<file path="src/rtl/cache_controller_pkg.sv">
// Shared definitions for the cache controller, its directory and the cache array:
// address field layout, FSM state encoding and small helper functions.
package cache_controller_pkg;

  localparam int CC_ADDR_W = 10;
  localparam int CC_DATA_W = 32;
  localparam int CC_LINES  = 32;
  localparam int TAG_W     = 3;
  localparam int LINE_W    = 5;
  localparam int OFF_W     = 2;
  localparam int CNT_W     = 16;

  // Word address layout: {tag[9:7], line[6:2], offset[1:0]}
  localparam int OFF_LSB  = 0;
  localparam int LINE_LSB = OFF_LSB + OFF_W;
  localparam int TAG_LSB  = LINE_LSB + LINE_W;

  typedef enum logic [2:0] {
    IDLE     = 3'd0,
    LOOKUP   = 3'd1,
    CACHE_RD = 3'd2,
    CAPTURE  = 3'd3,
    REFILL   = 3'd4,
    WR_MEM   = 3'd5,
    DONE     = 3'd6
  } state_e;

  function automatic logic [TAG_W-1:0] addr_tag(input logic [CC_ADDR_W-1:0] a);
    return a[TAG_LSB +: TAG_W];
  endfunction

  function automatic logic [LINE_W-1:0] addr_line(input logic [CC_ADDR_W-1:0] a);
    return a[LINE_LSB +: LINE_W];
  endfunction

  // Saturating increment: sticks at all-ones instead of wrapping.
  function automatic logic [CNT_W-1:0] sat_inc(input logic [CNT_W-1:0] c);
    if (c == {CNT_W{1'b1}}) begin
      return c;
    end else begin
      return c + CNT_W'(1);
    end
  endfunction

endpackage

</file>
<file path="src/rtl/cache_controller_if.sv">
// Bundle of CPU, cache-array, main-memory and statistics signals around the
// cache controller. master = controller side, slave = environment side.
interface cache_controller_if #(
  parameter int ADDR_W = 10,
  parameter int DATA_W = 32
);
  // CPU side
  logic              cpu_req;
  logic              cpu_we;
  logic [ADDR_W-1:0] cpu_addr;
  logic [DATA_W-1:0] cpu_wdata;
  logic [DATA_W-1:0] cpu_rdata;
  logic              cpu_busy;
  logic              cpu_done;
  // Cache array side
  logic [ADDR_W-1:0] cache_addr;
  logic [DATA_W-1:0] cache_wdata;
  logic              cache_write_en;
  logic              cache_read_en;
  logic [DATA_W-1:0] cache_rdata;
  // Main memory side
  logic              mem_rd_req;
  logic              mem_wr_req;
  logic [ADDR_W-1:0] mem_addr;
  logic [DATA_W-1:0] mem_wdata;
  logic [DATA_W-1:0] mem_rdata;
  logic              mem_ack;
  // Statistics
  logic [15:0]       hit_cnt;
  logic [15:0]       miss_cnt;

  modport master (
    input  cpu_req, cpu_we, cpu_addr, cpu_wdata, cache_rdata, mem_rdata, mem_ack,
    output cpu_rdata, cpu_busy, cpu_done, cache_addr, cache_wdata, cache_write_en,
           cache_read_en, mem_rd_req, mem_wr_req, mem_addr, mem_wdata, hit_cnt, miss_cnt
  );

  modport slave (
    output cpu_req, cpu_we, cpu_addr, cpu_wdata, cache_rdata, mem_rdata, mem_ack,
    input  cpu_rdata, cpu_busy, cpu_done, cache_addr, cache_wdata, cache_write_en,
           cache_read_en, mem_rd_req, mem_wr_req, mem_addr, mem_wdata, hit_cnt, miss_cnt
  );
endinterface

</file>
<file path="src/rtl/cache_directory.sv">
// Tag/valid directory: one valid bit and one tag per line, a combinational
// lookup port, a single write port and a synchronous clear of all valid bits.
module cache_directory
  import cache_controller_pkg::*;
#(
  parameter int LINES = CC_LINES
) (
  input  logic              clk,
  input  logic              clr_i,
  input  logic [LINE_W-1:0] lk_line_i,
  input  logic [TAG_W-1:0]  lk_tag_i,
  output logic              lk_hit_o,
  input  logic              wr_en_i,
  input  logic [LINE_W-1:0] wr_line_i,
  input  logic [TAG_W-1:0]  wr_tag_i,
  input  logic              wr_valid_i
);

  logic [LINES-1:0] valid_q;
  logic [TAG_W-1:0] tag_q [LINES];

  // Valid bits: cleared together on clear, otherwise set/cleared by the write port.
  always_ff @(posedge clk) begin
    if (clr_i) begin
      valid_q <= '0;
    end else if (wr_en_i) begin
      valid_q[wr_line_i] <= wr_valid_i;
    end
  end

  // Tags only matter while valid, so they need no clear; load when a line is validated.
  always_ff @(posedge clk) begin
    if (!clr_i && wr_en_i && wr_valid_i) begin
      tag_q[wr_line_i] <= wr_tag_i;
    end
  end

  assign lk_hit_o = valid_q[lk_line_i] && (tag_q[lk_line_i] == lk_tag_i);

endmodule

</file>
<file path="src/rtl/cache_controller.sv">
// Direct-mapped, write-through / no-write-allocate cache controller.
// Read misses refill the whole 4-word line from main memory, then serve the
// requested word from the cache array. Read hits/misses are counted.
module cache_controller
  import cache_controller_pkg::*;
#(
  parameter int ADDR_W = CC_ADDR_W,
  parameter int DATA_W = CC_DATA_W,
  parameter int LINES  = CC_LINES
) (
  input logic         clk,
  input logic         rst,
  cache_controller_if.master bus
);

  state_e              state_q, state_d;
  logic [ADDR_W-1:0]   addr_q, addr_d;
  logic                we_q, we_d;
  logic [DATA_W-1:0]   wdata_q, wdata_d;
  logic [DATA_W-1:0]   rdata_q, rdata_d;
  logic [OFF_W-1:0]    k_q, k_d;
  logic [CNT_W-1:0]    hit_cnt_q, hit_cnt_d;
  logic [CNT_W-1:0]    miss_cnt_q, miss_cnt_d;

  logic                dir_hit;
  logic                dir_wr_en;
  logic                dir_wr_valid;
  logic [TAG_W-1:0]    req_tag;
  logic [LINE_W-1:0]   req_line;
  logic [ADDR_W-1:0]   refill_addr;

  assign req_tag     = addr_tag(addr_q);
  assign req_line    = addr_line(addr_q);
  assign refill_addr = {req_tag, req_line, k_q};

  cache_directory #(.LINES(LINES)) u_dir (
    .clk        (clk),
    .clr_i      (rst),
    .lk_line_i  (req_line),
    .lk_tag_i   (req_tag),
    .lk_hit_o   (dir_hit),
    .wr_en_i    (dir_wr_en),
    .wr_line_i  (req_line),
    .wr_tag_i   (req_tag),
    .wr_valid_i (dir_wr_valid)
  );

  // Next-state and strobe decode; every output defaults to 0 and is raised only in its state.
  always_comb begin
    state_d            = state_q;
    addr_d             = addr_q;
    we_d               = we_q;
    wdata_d            = wdata_q;
    rdata_d            = rdata_q;
    k_d                = k_q;
    hit_cnt_d          = hit_cnt_q;
    miss_cnt_d         = miss_cnt_q;
    dir_wr_en          = 1'b0;
    dir_wr_valid       = 1'b0;
    bus.cpu_done       = 1'b0;
    bus.cache_addr     = '0;
    bus.cache_wdata    = '0;
    bus.cache_write_en = 1'b0;
    bus.cache_read_en  = 1'b0;
    bus.mem_rd_req     = 1'b0;
    bus.mem_wr_req     = 1'b0;
    bus.mem_addr       = '0;
    bus.mem_wdata      = '0;

    case (state_q)
      IDLE: begin
        if (bus.cpu_req) begin
          addr_d  = bus.cpu_addr;
          we_d    = bus.cpu_we;
          wdata_d = bus.cpu_wdata;
          state_d = LOOKUP;
        end else begin
          state_d = IDLE;
        end
      end
      LOOKUP: begin
        if (we_q) begin
          state_d = WR_MEM;
        end else if (dir_hit) begin
          hit_cnt_d = sat_inc(hit_cnt_q);
          state_d   = CACHE_RD;
        end else begin
          // Invalidate first so a refill cut short by reset leaves the line invalid.
          miss_cnt_d   = sat_inc(miss_cnt_q);
          dir_wr_en    = 1'b1;
          dir_wr_valid = 1'b0;
          k_d          = '0;
          state_d      = REFILL;
        end
      end
      CACHE_RD: begin
        bus.cache_read_en = 1'b1;
        bus.cache_addr    = addr_q;
        state_d           = CAPTURE;
      end
      CAPTURE: begin
        rdata_d = bus.cache_rdata;
        state_d = DONE;
      end
      REFILL: begin
        bus.mem_rd_req = 1'b1;
        bus.mem_addr   = refill_addr;
        if (bus.mem_ack) begin
          bus.cache_write_en = 1'b1;
          bus.cache_addr     = refill_addr;
          bus.cache_wdata    = bus.mem_rdata;
          k_d                = k_q + OFF_W'(1);
          if (k_q == {OFF_W{1'b1}}) begin
            dir_wr_en    = 1'b1;
            dir_wr_valid = 1'b1;
            state_d      = CACHE_RD;
          end else begin
            state_d = REFILL;
          end
        end else begin
          state_d = REFILL;
        end
      end
      WR_MEM: begin
        bus.mem_wr_req = 1'b1;
        bus.mem_addr   = addr_q;
        bus.mem_wdata  = wdata_q;
        if (bus.mem_ack) begin
          // Keep a resident copy coherent; misses are not allocated.
          if (dir_hit) begin
            bus.cache_write_en = 1'b1;
            bus.cache_addr     = addr_q;
            bus.cache_wdata    = wdata_q;
          end else begin
            bus.cache_write_en = 1'b0;
          end
          state_d = DONE;
        end else begin
          state_d = WR_MEM;
        end
      end
      DONE: begin
        bus.cpu_done = 1'b1;
        state_d      = IDLE;
      end
      default: begin
        state_d = IDLE;
      end
    endcase
  end

  // State and datapath registers with synchronous reset.
  always_ff @(posedge clk) begin
    if (rst) begin
      state_q    <= IDLE;
      addr_q     <= '0;
      we_q       <= 1'b0;
      wdata_q    <= '0;
      rdata_q    <= '0;
      k_q        <= '0;
      hit_cnt_q  <= '0;
      miss_cnt_q <= '0;
    end else begin
      state_q    <= state_d;
      addr_q     <= addr_d;
      we_q       <= we_d;
      wdata_q    <= wdata_d;
      rdata_q    <= rdata_d;
      k_q        <= k_d;
      hit_cnt_q  <= hit_cnt_d;
      miss_cnt_q <= miss_cnt_d;
    end
  end

  assign bus.cpu_busy  = (state_q != IDLE);
  assign bus.cpu_rdata = rdata_q;
  assign bus.hit_cnt   = hit_cnt_q;
  assign bus.miss_cnt  = miss_cnt_q;

endmodule

</file>
<file path="src/flat_wrapper.sv">
// flat-port wrapper written by rule: the top's interface ports become plain ports
module cache_controller_flat import cache_controller_pkg::*;
#(
  parameter int ADDR_W = CC_ADDR_W,
  parameter int DATA_W = CC_DATA_W,
  parameter int LINES  = CC_LINES
)
  (clk, rst, bus_cpu_req, bus_cpu_we, bus_cpu_addr, bus_cpu_wdata, bus_cache_rdata, bus_mem_rdata, bus_mem_ack, bus_cpu_rdata, bus_cpu_busy, bus_cpu_done, bus_cache_addr, bus_cache_wdata, bus_cache_write_en, bus_cache_read_en, bus_mem_rd_req, bus_mem_wr_req, bus_mem_addr, bus_mem_wdata, bus_hit_cnt, bus_miss_cnt);
  cache_controller_if #(.ADDR_W(ADDR_W), .DATA_W(DATA_W)) bus_i ();
  input logic clk;
  input logic rst;
  input wire logic [$bits(bus_i.cpu_req)-1:0] bus_cpu_req;
  input wire logic [$bits(bus_i.cpu_we)-1:0] bus_cpu_we;
  input wire logic [$bits(bus_i.cpu_addr)-1:0] bus_cpu_addr;
  input wire logic [$bits(bus_i.cpu_wdata)-1:0] bus_cpu_wdata;
  input wire logic [$bits(bus_i.cache_rdata)-1:0] bus_cache_rdata;
  input wire logic [$bits(bus_i.mem_rdata)-1:0] bus_mem_rdata;
  input wire logic [$bits(bus_i.mem_ack)-1:0] bus_mem_ack;
  output wire logic [$bits(bus_i.cpu_rdata)-1:0] bus_cpu_rdata;
  output wire logic [$bits(bus_i.cpu_busy)-1:0] bus_cpu_busy;
  output wire logic [$bits(bus_i.cpu_done)-1:0] bus_cpu_done;
  output wire logic [$bits(bus_i.cache_addr)-1:0] bus_cache_addr;
  output wire logic [$bits(bus_i.cache_wdata)-1:0] bus_cache_wdata;
  output wire logic [$bits(bus_i.cache_write_en)-1:0] bus_cache_write_en;
  output wire logic [$bits(bus_i.cache_read_en)-1:0] bus_cache_read_en;
  output wire logic [$bits(bus_i.mem_rd_req)-1:0] bus_mem_rd_req;
  output wire logic [$bits(bus_i.mem_wr_req)-1:0] bus_mem_wr_req;
  output wire logic [$bits(bus_i.mem_addr)-1:0] bus_mem_addr;
  output wire logic [$bits(bus_i.mem_wdata)-1:0] bus_mem_wdata;
  output wire logic [$bits(bus_i.hit_cnt)-1:0] bus_hit_cnt;
  output wire logic [$bits(bus_i.miss_cnt)-1:0] bus_miss_cnt;
  assign bus_i.cpu_req = bus_cpu_req;
  assign bus_i.cpu_we = bus_cpu_we;
  assign bus_i.cpu_addr = bus_cpu_addr;
  assign bus_i.cpu_wdata = bus_cpu_wdata;
  assign bus_i.cache_rdata = bus_cache_rdata;
  assign bus_i.mem_rdata = bus_mem_rdata;
  assign bus_i.mem_ack = bus_mem_ack;
  assign bus_cpu_rdata = bus_i.cpu_rdata;
  assign bus_cpu_busy = bus_i.cpu_busy;
  assign bus_cpu_done = bus_i.cpu_done;
  assign bus_cache_addr = bus_i.cache_addr;
  assign bus_cache_wdata = bus_i.cache_wdata;
  assign bus_cache_write_en = bus_i.cache_write_en;
  assign bus_cache_read_en = bus_i.cache_read_en;
  assign bus_mem_rd_req = bus_i.mem_rd_req;
  assign bus_mem_wr_req = bus_i.mem_wr_req;
  assign bus_mem_addr = bus_i.mem_addr;
  assign bus_mem_wdata = bus_i.mem_wdata;
  assign bus_hit_cnt = bus_i.hit_cnt;
  assign bus_miss_cnt = bus_i.miss_cnt;
  cache_controller #(.ADDR_W(ADDR_W), .DATA_W(DATA_W), .LINES(LINES)) u_core (.clk(clk), .rst(rst), .bus(bus_i));
endmodule
</file>
<file path="config.mk">
export PLATFORM = sky130hd
export DESIGN_NAME = cache_controller_flat
export DESIGN_NICKNAME = d
export VERILOG_FILES = /design/src/rtl/cache_controller_pkg.sv /design/src/rtl/cache_controller_if.sv /design/src/rtl/cache_directory.sv /design/src/rtl/cache_controller.sv /design/src/flat_wrapper.sv
export SDC_FILE = /design/constraint.sdc
export NUM_CORES = 1
export LEC_CHECK = 0
export ABC_AREA = 0
export CAP_MARGIN = 20
export CORE_ASPECT_RATIO = 0.9
export CORE_UTILIZATION = 44
export DETAILED_ROUTE_END_ITERATION = 12
export PLACE_DENSITY = 0.78
export SYNTH_ARGS = -nofsm -noshare
export SYNTH_HDL_FRONTEND = slang
export SYNTH_SLANG_ARGS = --single-unit
</file>
<file path="constraint.sdc">
create_clock -name clk -period 3.9 [get_ports clk]
set_input_delay 0.78 -clock clk [delete_from_list [all_inputs] [get_ports clk]]
set_output_delay 0.78 -clock clk [all_outputs]
set_load 0.02 [all_outputs]
</file>
## After elaboration in Yosys (flattened, before gate mapping)

Memories as Yosys holds them, arrays and structs flattened. A register that Yosys moved wholly into a read port is not among the register bits.
Cells that the tools add are included.

| storage, ports and cells | value |
|---|---|
| output and inout port bits | 154 |
| memories | 1 |
| bits in writable memories | 96 |
| input port bits | 111 |
| word-level logic and storage cells | 88 |
| flip-flop bits (word level) | 144 |

Memories:

| memory | words | width | read ports | clocked after memory_dff | write ports | line | text |
|---|---|---|---|---|---|---|---|
| u_core.u_dir.tag_q | 32 | 3 | 1 | 1 | 1 | cache_directory.sv:20 | `logic [TAG_W-1:0] tag_q [LINES];` |

| cells by class | value |
|---|---|
| equal/unequal tests | 13 |
| bitwise operators | 4 |
| reduce and logical (&&, ||, !) cells | 12 |
| multiplexer cells | 44 |
| $add $sub $neg | 3 |
| magnitude comparators | 2 |

Operators by type and width:

| kind | count |
|---|---|
| $mux W32 | 4 |
| $pmux W32 S2 | 1 |
| $add A16 B1 Y16 const B | 2 |
| $bwmux W32 | 1 |
| $eq A16 B16 Y1 const B | 2 |
| $mux W10 | 3 |
| $pmux W10 S3 | 1 |
| $pmux W10 S2 | 1 |
| $pmux W3 S6 | 1 |
| $mux W1 | 17 |
| $mux W3 | 4 |
| $reduce_and A4 Y1 | 3 |
| $mux W5 | 2 |
| $eq A3 B3 Y1 const B | 3 |
| $mux W2 | 4 |
| $eq A3 B2 Y1 const B | 2 |
| $lt A5 B6 Y1 const B | 1 |
| $ne A2 B2 Y1 const B | 3 |
| $bmux W1 S5 | 1 |
| $demux W1 S5 | 1 |
| $ge A5 B1 Y1 const B | 1 |
| $logic_and A1 B1 Y1 | 4 |
| $not A1 Y1 | 4 |
| $pmux W1 S2 | 2 |
| 10 further kinds | 10 |

## Depth between registers and ports, before layout

Gate-level depths: netlist (run 1).

| logic depth | value |
|---|---|
| depth in word-level cells | 10 |
| depth in mapped cells | 13 |
| depth with buffers taken out | 8 |

## Modules after synthesis

A second synthesis (run 1) with hierarchy kept.

| unflattened totals | value |
|---|---|
| cells, all modules | 1,132 |
| area total of the unflattened synthesis | 11,019.3 sq um |

Modules (own cells, without submodules):

| module | times used | seq. area each (sq um) | cells an instance | area an instance (sq um) |
|---|---|---|---|---|
| cache_directory | 1 | 3,523.4 | 451 | 5,647.9 |
| cache_controller | 1 | 2,242.2 | 681 | 5,371.4 |

## Least setup slack after synthesis (run 1)

OpenSTA, ideal clock, no wires.

| path | value |
|---|---|
| path kind | flip-flop to output port |
| start point | reg (tool-made name) |
| end point | out bus_cache_wdata[0] |
| path slack | 0.348 ns |
| cell stages (with the launch flop) | 14 |
| data arrival time | 2.772 ns |
| buffers on the path | 5 |
| required time | 3.120 ns |
| path through | dfxtp_1 > clkbuf_2 > buf_6 > buf_6 > mux2i_1 > a22oi_1 > a21oi_1 > nor4_1 > xor2_1 > nor4b_2 > and3_1 > buf_2 > buf_2 > a22o_1 |

RTL lines:

| what | line | text |
|---|---|---|
| end, declared | flat_wrapper.sv:23 | `output wire logic [$bits(bus_i.cache_wdata)-1:0] bus_cache_wdata;` |

==> summary.txt, run 1 <==
Floorplanning
  • Die height: 152 µm
  • Die X: 168 µm
  • Initial core utilization: 0.451
  • Top Ports: roughly 270
  • Die Area: 25,600 µm²
  • Row count: between 50 and 60
  • CORE AREA: 24,300 µm²

Clock network
  • Clk slew on worst S/H paths: 0.06 ns
  • Cts bufs inserted: 25
  • Clock Latency Late Sink: ~0.53 ns
  • Hold Buf Count CTS: 0
  • Max clock buf depth: 3
  • # H-tree levels: 1
  • CTS tree: built
  • Num Clock Sinks: approximately 250
  • CTS root buf: clkbuf_16

Timing
  • F_max: 0.231 GHz
  • Max Slew Vio Count: 0
  • Final setup viols: 43
  • Worst clock skew: 0.0141 ns
  • Worst Tran Pin Value: 0.846 ns
  • Min Tclk post-route: 4.32 ns
  • Rel. slew slack: 0.436
  • Final hold violation count: 0
  • Crit share post-route: 1.11
  • PnR worst setup slack: -0.421 ns
  • RSZ-0062 raised after global routing: true
  • Post-Route Setup TNS: -14.40 ns

Placement
  • Port Buffers: 264
  • Gp weighted congestion: 0.928
  • HPWL after detailed placement: 24,800 µm

Setup path
  • Slowest CP cell: dfxtp_4
  • Worst setup SP type: flip-flop
  • Maximum fanout along the worst path: 5
  • Top delay family on crit path: buffers and inverters
  • Worst path required time: 3.12 ns
  • Crit path capture type: primary output
  • Critical Path Max Stage Delay: 0.39 ns
  • Critical Path AT: 3.54 ns
  • CP dominant cell by count: buf_6
  • Crit. path cell count: 15
  • R2R depth: 15
  • CP Class: flip-flop to primary output
  • Critical Path, Cell by Cell: buf_12 -> buf_4 -> mux2i_1 -> a22oi_1 -> a21oi_1 -> nor4_2 -> buf_4 -> xor2_4 -> buf_6 -> nor4b_4 -> and3_4 -> buf_6 -> buf_16 -> a22o_1 -> buf_6
  • Buf/Inv on CP: 7

Drt
  • Antenna Violating Nets Remaining: 0
  • Drt total wl: 35,600 µm
  • Total vias in the final route: 9,991
  • Avg WL per Cell: 20.2 µm
  • Iter 0 DRT Violations: 939
  • Pre-antenna DRT Iters: 5
  • Residual DRC: 0
  • Drt via density: 5.66

Logic synthesis
  • #FFs+latches synth: roughly 250
  • Ys flop type: dfxtp_1
  • Library cells used by synthesis: 54
  • Post-Syn Instances: 1,157
  • Ys async rst share: 0
  • Number of flops mapped to enable cells by yosys: between 90 and 100
  • Mapped Area: around 11,000 µm²
  • Syn. warnings: 0
  • Sequential area share after synthesis: 0.535
  • Syn nets: 1,271
  • Syn Area/Cell: 9.48 µm²

Global route
  • Total grt overflow: 0
  • Pin count of the biggest net entering global routing: 80
  • Number of global-route vias before repair: 9,519
  • All-Layer GR Usage: 0.272
  • First-pass GRT wire length: about 54,000 µm
  • Initial antenna violation count: 0

Pwr
  • Combinational share of power: 0.130
  • Seq pwr share: 0.441
  • Net Sw Frac: 0.239
  • VDD IR-drop max: 0.270 mV
  • Int Power: roughly 0.0048 W
  • Leakage power: 5.61 nW
  • Clock power frac: 0.429
  • Psw: 0.00151 W
  • Pwr per Cell Area: 406 nW/µm²

Final layout
  • Reg area: 5870 µm²
  • Fillers: approximately 1,900
  • Area of the multi-input gates: 4810 µm²
  • Area Growth Syn to Fin: 41.4%
  • Most common library cell in the layout ignoring fill and taps: clkdlybuf4s50_1
  • Fraction of layout cells with a size suffix above 1: 0.146
  • Fin util: 0.638
  • Commonest cells after routing, fill and taps aside: 220 x clkdlybuf4s50_1, 212 x nand2_1, 166 x a21oi_1
  • Final nets: 1,553

Flow run
  • Max cap viols: 0

Min path
  • Hold path cells: 2
  • Type of the tightest min-delay check: flip-flop to flip-flop

Outcome
  • Failing checks: negative setup slack
  • Status: finished, violations left
==> per-stage QoR <==
step                      hold slack [ns]  area (µm²)  power, W  cells  setup WS, ns
after CTS                           0.456       15400   0.00626   1762        -0.362
final                               0.453       15500   0.00629   1766        -0.421
after detailed placement            0.448       14200   0.00356   1707        -0.474
after floorplan                     0.445       11000   0.00318   1157         0.348
after global placement              0.441       14200   0.00355   1707        -0.423
after global routing                0.471       15500   0.00647   1765        -0.504
==> power groups by stage <==
stage	sequential, W	clock [W]	combinational [W]
after floorplan	0.00280	0	0.000376
after global placement	0.00282	0	0.000721
after detailed placement	0.00282	0	0.000734
after CTS	0.00277	0.00272	0.000778
after global routing	0.00278	0.00282	0.000871
final	0.00278	0.00270	0.000817
==> Yosys cell counts (3+ instances only) <==
library cell    n  area share
or3_1           6      0.0034
edfxtp_1       96        0.26
and2_1         24       0.014
nor2_1         65       0.022
a21oi_1       168       0.077
ha_1            3      0.0034
mux2_2          4      0.0041
o21ai_0        34       0.016
buf_4           4      0.0027
nor4_1          7      0.0040
inv_1          11      0.0038
nor2b_1        10      0.0057
buf_2          14      0.0064
dfxtp_1       149        0.27
a22oi_1        33       0.023
mux2i_1        69       0.063
a31o_2         10      0.0080
and3_1         48       0.027
nand4_1         7      0.0040
and3b_1         3      0.0024
nand3b_1        4      0.0027
or4_1           8      0.0055
o31ai_1         7      0.0048
and4_1          5      0.0040
nor3b_1         5      0.0034
nor3_1          7      0.0032
clkbuf_1       66       0.023
xor2_1          3      0.0024
a22o_1         32       0.026
a31oi_1         4      0.0023
nand2_1       212       0.073
buf_6           3      0.0031
nand3_1         9      0.0041
==> cell families after synthesis <==
group,share of synthesized area
and+or+nand+nor,0.183
AOI/OAI and AO/OA,0.168
DFF,0.535
buffers and inverters,0.0397
muxes,0.0671
xor gates and xnor gates,0.00399
adders and majority gates,0.00342
==> tightest hold or removal path, delay by kind of cell (launching register included) <==
family,cells,cell delay (ns)
flip-flops,1,0.31
AND/OR/NAND/NOR,1,0.05
AO/OA/AOI/OAI,1,0.05
==> area by class of cell <==
class,count,share of cell area
antenna,1,0.000161
clock buffer,30,0.0435
clock inverter,15,0.0164
inverter,11,0.00266
multi-input combinational,811,0.310
sequential,245,0.379
tap,308,0.0249
timing repair buffer,345,0.223
==> layer usage <==
| layer | GRT usage | up-vias | share of wire |
|---|---|---|---|
| met5 | 0 | - | 0 |
| met4 | 0.0841 | 0 | 0.029 |
| met3 | 0.0790 | 77 | 0.10 |
| met2 | 0.467 | 487 | 0.48 |
| met1 | 0.332 | 4702 | 0.39 |
| li1 | - | 4725 | - |
==> path summary, 6_finish.rpt <==
check,startpoint,to,slack (ns)
setup / recovery,flip-flop,bus_cache_wdata[31],-0.42
hold / removal,u_core.bus.cpu_rdata[16],u_core.bus.cpu_rdata[16],0.45
setup reg to reg,flip-flop,u_core.bus.hit_cnt[2],0.42
hold reg to reg,u_core.bus.cpu_rdata[16],u_core.bus.cpu_rdata[16],0.45
==> repair_timing <==
action | 4_1_cts | 5_1_grt
gates cloned | 4 | 1
buffers inserted | 6 | 4
pin swaps | 8 | 26
setup endpoints to repair | 43 | 43
endpoints found under the hold margin | 0 | 0
gates resized for setup | 261 | 29
==> sequential cells by signal, indices dropped and copies added, names as in the netlist, named ones only <==
signal / flops
u_core.k_q: 2
u_core.u_dir.tag_q: 96
u_core.we_q: 1
u_core.bus.miss_cnt: 16
u_core.wdata_q: 32
u_core.u_dir.valid_q: 32
u_core.bus.cpu_rdata: 32
u_core.state_q: 3
u_core.addr_q: 10
u_core.bus.hit_cnt: 16
No activity file was read; power rests on OpenSTA's default activity.
==> run 2, diff against run 1 <==
- CTS_CLUSTER_SIZE: not set -> 12
==> run 2 against run 1 <==
The flow still finishes with violations (negative setup slack). Fmax increased by 1.6%. Core utilization decreased by 0.50 points. Worst hold slack about the same. First-iteration DRC count increased by 14%. Register-to-register slack improved by 0.19 ns. Die area unchanged. Sequential share of layout area increased by 0.31 points. Sequential power about the same. Clock power decreased by 13%. Non-clock buffer count decreased by 2. Final area decreased by 0.79%. Via count decreased by 0.90%. Highest routed layer unchanged.
==> summary.txt, run 2 (synthesis results as in run 1) <==
Pwr
  • Leakage power: 5.55 nW (-1.2%)
  • Clock power frac: 0.396 (-0.033)
  • Psw: 0.00149 W (-0.75%)
  • Seq pwr share: 0.466 (+0.025)
  • Pwr per Cell Area: 387 nW/µm² (-4.5%)
  • Int Power: 0.00446 W (-6.7%)
  • Final Power: 0.00596 W (-5.3%)
  • VDD IR-drop max: 0.307 mV (+14%)
  • Combinational share of power: 0.138 (+0.008)
  • Net Sw Frac: 0.251 (+0.0114)

Drt
  • Drt total wl: 35,300 µm (-0.91%)
  • Drt via density: 5.61 (-0.79%)
  • Avg WL per Cell: 20.0 µm (-0.79%)
  • Iter 0 DRT Violations: 1,075 (+14%)
  • Pre-antenna DRT Iters: 6 (+1)
  • Residual DRC: 0 (unchanged)
  • Total vias in the final route: 9,901 (-0.90%)
  • Antenna Violating Nets Remaining: 0 (unchanged)

Final layout
  • Fraction of layout cells with a size suffix above 1: 0.151 (+0.00491)
  • Largest register FFs: 96 (unchanged)
  • Area of the multi-input gates: 4900 µm² (+1.8%)
  • Area Growth Syn to Fin: 40.3%
  • Fillers: 1,932 (+1.4%)
  • Reg area: 5870 µm² (about the same)
  • Final nets: 1,552 (-0.064%)
  • Largest Register: u_core.u_dir.tag_q
  • Commonest cells after routing, fill and taps aside: 220 x clkdlybuf4s50_1, 212 x nand2_1, 161 x a21oi_1
  • Fin util: 0.632 (-0.00504)
  • Most common library cell in the layout ignoring fill and taps: clkdlybuf4s50_1
  • # diodes: 0 (-1)

Placement
  • Pre-CTS WS: -0.474 ns (unchanged)
  • Port Buffers: 264 (unchanged)
  • HPWL after detailed placement: 24,800 µm (unchanged)
  • Gp weighted congestion: 0.928 (unchanged)

Clock network
  • Clock Latency Late Sink: 0.54 ns (about the same)
  • Num Clock Sinks: 245 (unchanged)
  • # H-tree levels: 1 (unchanged)
  • CTS tree: built
  • Clk slew on worst S/H paths: 0.06 ns (about the same)
  • Max clock buf depth: 3 (unchanged)
  • Cts bufs inserted: 26 (+4.0%)
  • Hold Buf Count CTS: 0 (unchanged)
  • CTS root buf: clkbuf_16

Setup path
  • Maximum fanout along the worst path: 10 (+5)
  • Slowest CP cell: or4b_4
  • Crit path capture type: primary output
  • Worst setup SP type: flip-flop
  • Flop-to-flop setup slack: 0.61 ns (+0.19 ns)
  • R2R depth: 14 (-1)
  • Critical Path AT: 3.47 ns (-0.07 ns)
  • Critical Path Max Stage Delay: 0.53 ns (+0.14 ns)
  • CP Class: flip-flop to primary output
  • Worst r2r dst: u_core.bus.hit_cnt[7]
  • Worst path required time: 3.12 ns (about the same)
  • Critical Path, Cell by Cell: buf_12 -> buf_16 -> mux2i_1 -> a22oi_2 -> a21oi_2 -> nor4_4 -> buf_4 -> xor2_4 -> or4b_4 -> a22oi_2 -> buf_6 -> and2_4 -> buf_6

Timing
  • Crit share post-route: 1.09 (-0.0178)
  • PnR worst setup slack: -0.352 ns (+0.0693 ns)
  • Min Tclk post-route: 4.25 ns (-0.0693 ns)
  • F_max: 0.235 GHz (+1.6%)
  • Final hold violation count: 0 (unchanged)
  • Worst Tran Pin Value: 0.840 ns (-0.00566 ns)
  • Rel. slew slack: 0.435 (-0.00139)
  • Final setup viols: 43 (unchanged)
  • RSZ-0062 raised after global routing: true
  • Min Hold Slack: 0.453 ns (-0.000440 ns)
  • Max Slew Vio Count: 0 (unchanged)
  • Worst clock skew: 0.0275 ns (+0.0134 ns)

Min path
  • Hold path cells: 2 (unchanged)
  • Hold Path End: u_core.bus.cpu_rdata[16]
  • Hold Startpoint: u_core.bus.cpu_rdata[16]
  • Type of the tightest min-delay check: flip-flop to flip-flop

Flow run
  • Max cap viols: 0 (unchanged)

Global route
  • First-pass GRT wire length: 53,300 µm (-0.39%)
  • Number of global-route vias before repair: 9,437 (-0.86%)
  • Initial antenna violation count: 0 (unchanged)
  • Pin count of the biggest net entering global routing: 80 (unchanged)
  • All-Layer GR Usage: 0.270 (-0.00178)
  • Total grt overflow: 0 (unchanged)

Floorplanning
  • Die Area: 25,600 µm² (unchanged)
  • Die height: 152 µm (unchanged)
  • Row count: 54 (unchanged)
  • CORE AREA: 24,300 µm² (unchanged)
  • Initial core utilization: 0.451 (unchanged)
  • Die X: 168 µm (unchanged)
  • Top Ports: 265 (unchanged)

Outcome
  • Failing checks: negative setup slack
  • Status: finished, violations left
run 2: changes by cell type in the layout (fill, tap and decap cells not counted), moves of 7 or more:
cell,delta
buf_4,+12
buf_6,-12
bufinv_16,-7
clkbuf_1,+9
run 2: timing repair:
action,in CTS,in global routing
cloned,3,1
buffers inserted,6,3
endpoints found under the setup margin,43,43
pin swaps,9,22
gates resized for setup,250,44
run 2: how the worst max path moves through the flow:
stage	from	to	cells past startpoint
after floorplan	flip-flop	bus_cache_wdata[0]	13
after global placement	flip-flop	bus_cache_addr[6]	11
after detailed placement	flip-flop	bus_cache_addr[6]	11
after CTS	flip-flop	bus_cache_addr[0]	13
after global routing	flip-flop	bus_cache_addr[0]	14
final	flip-flop	bus_cache_addr[2]	13
run 2: worst max-delay path, delay by kind of cell (launching register included):
kind            cells  cell delay, ns
xor+xnor            1            0.07
buf+inv             5            0.75
mux                 1            0.17
flops               1            0.38
compound gates      3            0.53
simple gates        3            1.01
run 2: cell type report:
class / instances / area share
Tap cell: 308 / 0.0251
Inverter: 11 / 0.00268
Clock buffer: 43 / 0.0511
Multi-Input combinational cell: 811 / 0.319
Clock inverter: 3 / 0.00138
Sequential cell: 245 / 0.382
Timing Repair Buffer: 343 / 0.220
run 2: power groups by stage:
stage	clock, W	combinational (W)	sequential [W]
detailed placement	0	0.000734	0.00282
global placement	0	0.000721	0.00282
floorplan	0	0.000376	0.00280
global route	0.00248	0.000878	0.00278
finish	0.00236	0.000821	0.00278
CTS	0.00239	0.000772	0.00277
run 2: through the flow:
stage          cell area [µm²]  setup TNS [ns]  std cells
2_1_floorplan            11000               0       1157
6_report                 15400          -12.73       1764
4_1_cts                  15200          -14.59       1762
5_1_grt                  15400          -17.56       1764
3_3_place_gp             14200          -12.52       1707
3_5_place_dp             14200          -13.80       1707
run 2: layer usage:
layer	share of wire	wire length, µm	GRT usage	up-vias
met2	0.48	16900	0.464	412
li1	-	-	-	4714
met1	0.41	14300	0.338	4707
met3	0.089	3140	0.0683	68
met4	0.027	956	0.0795	0
met5	0	0	0	-
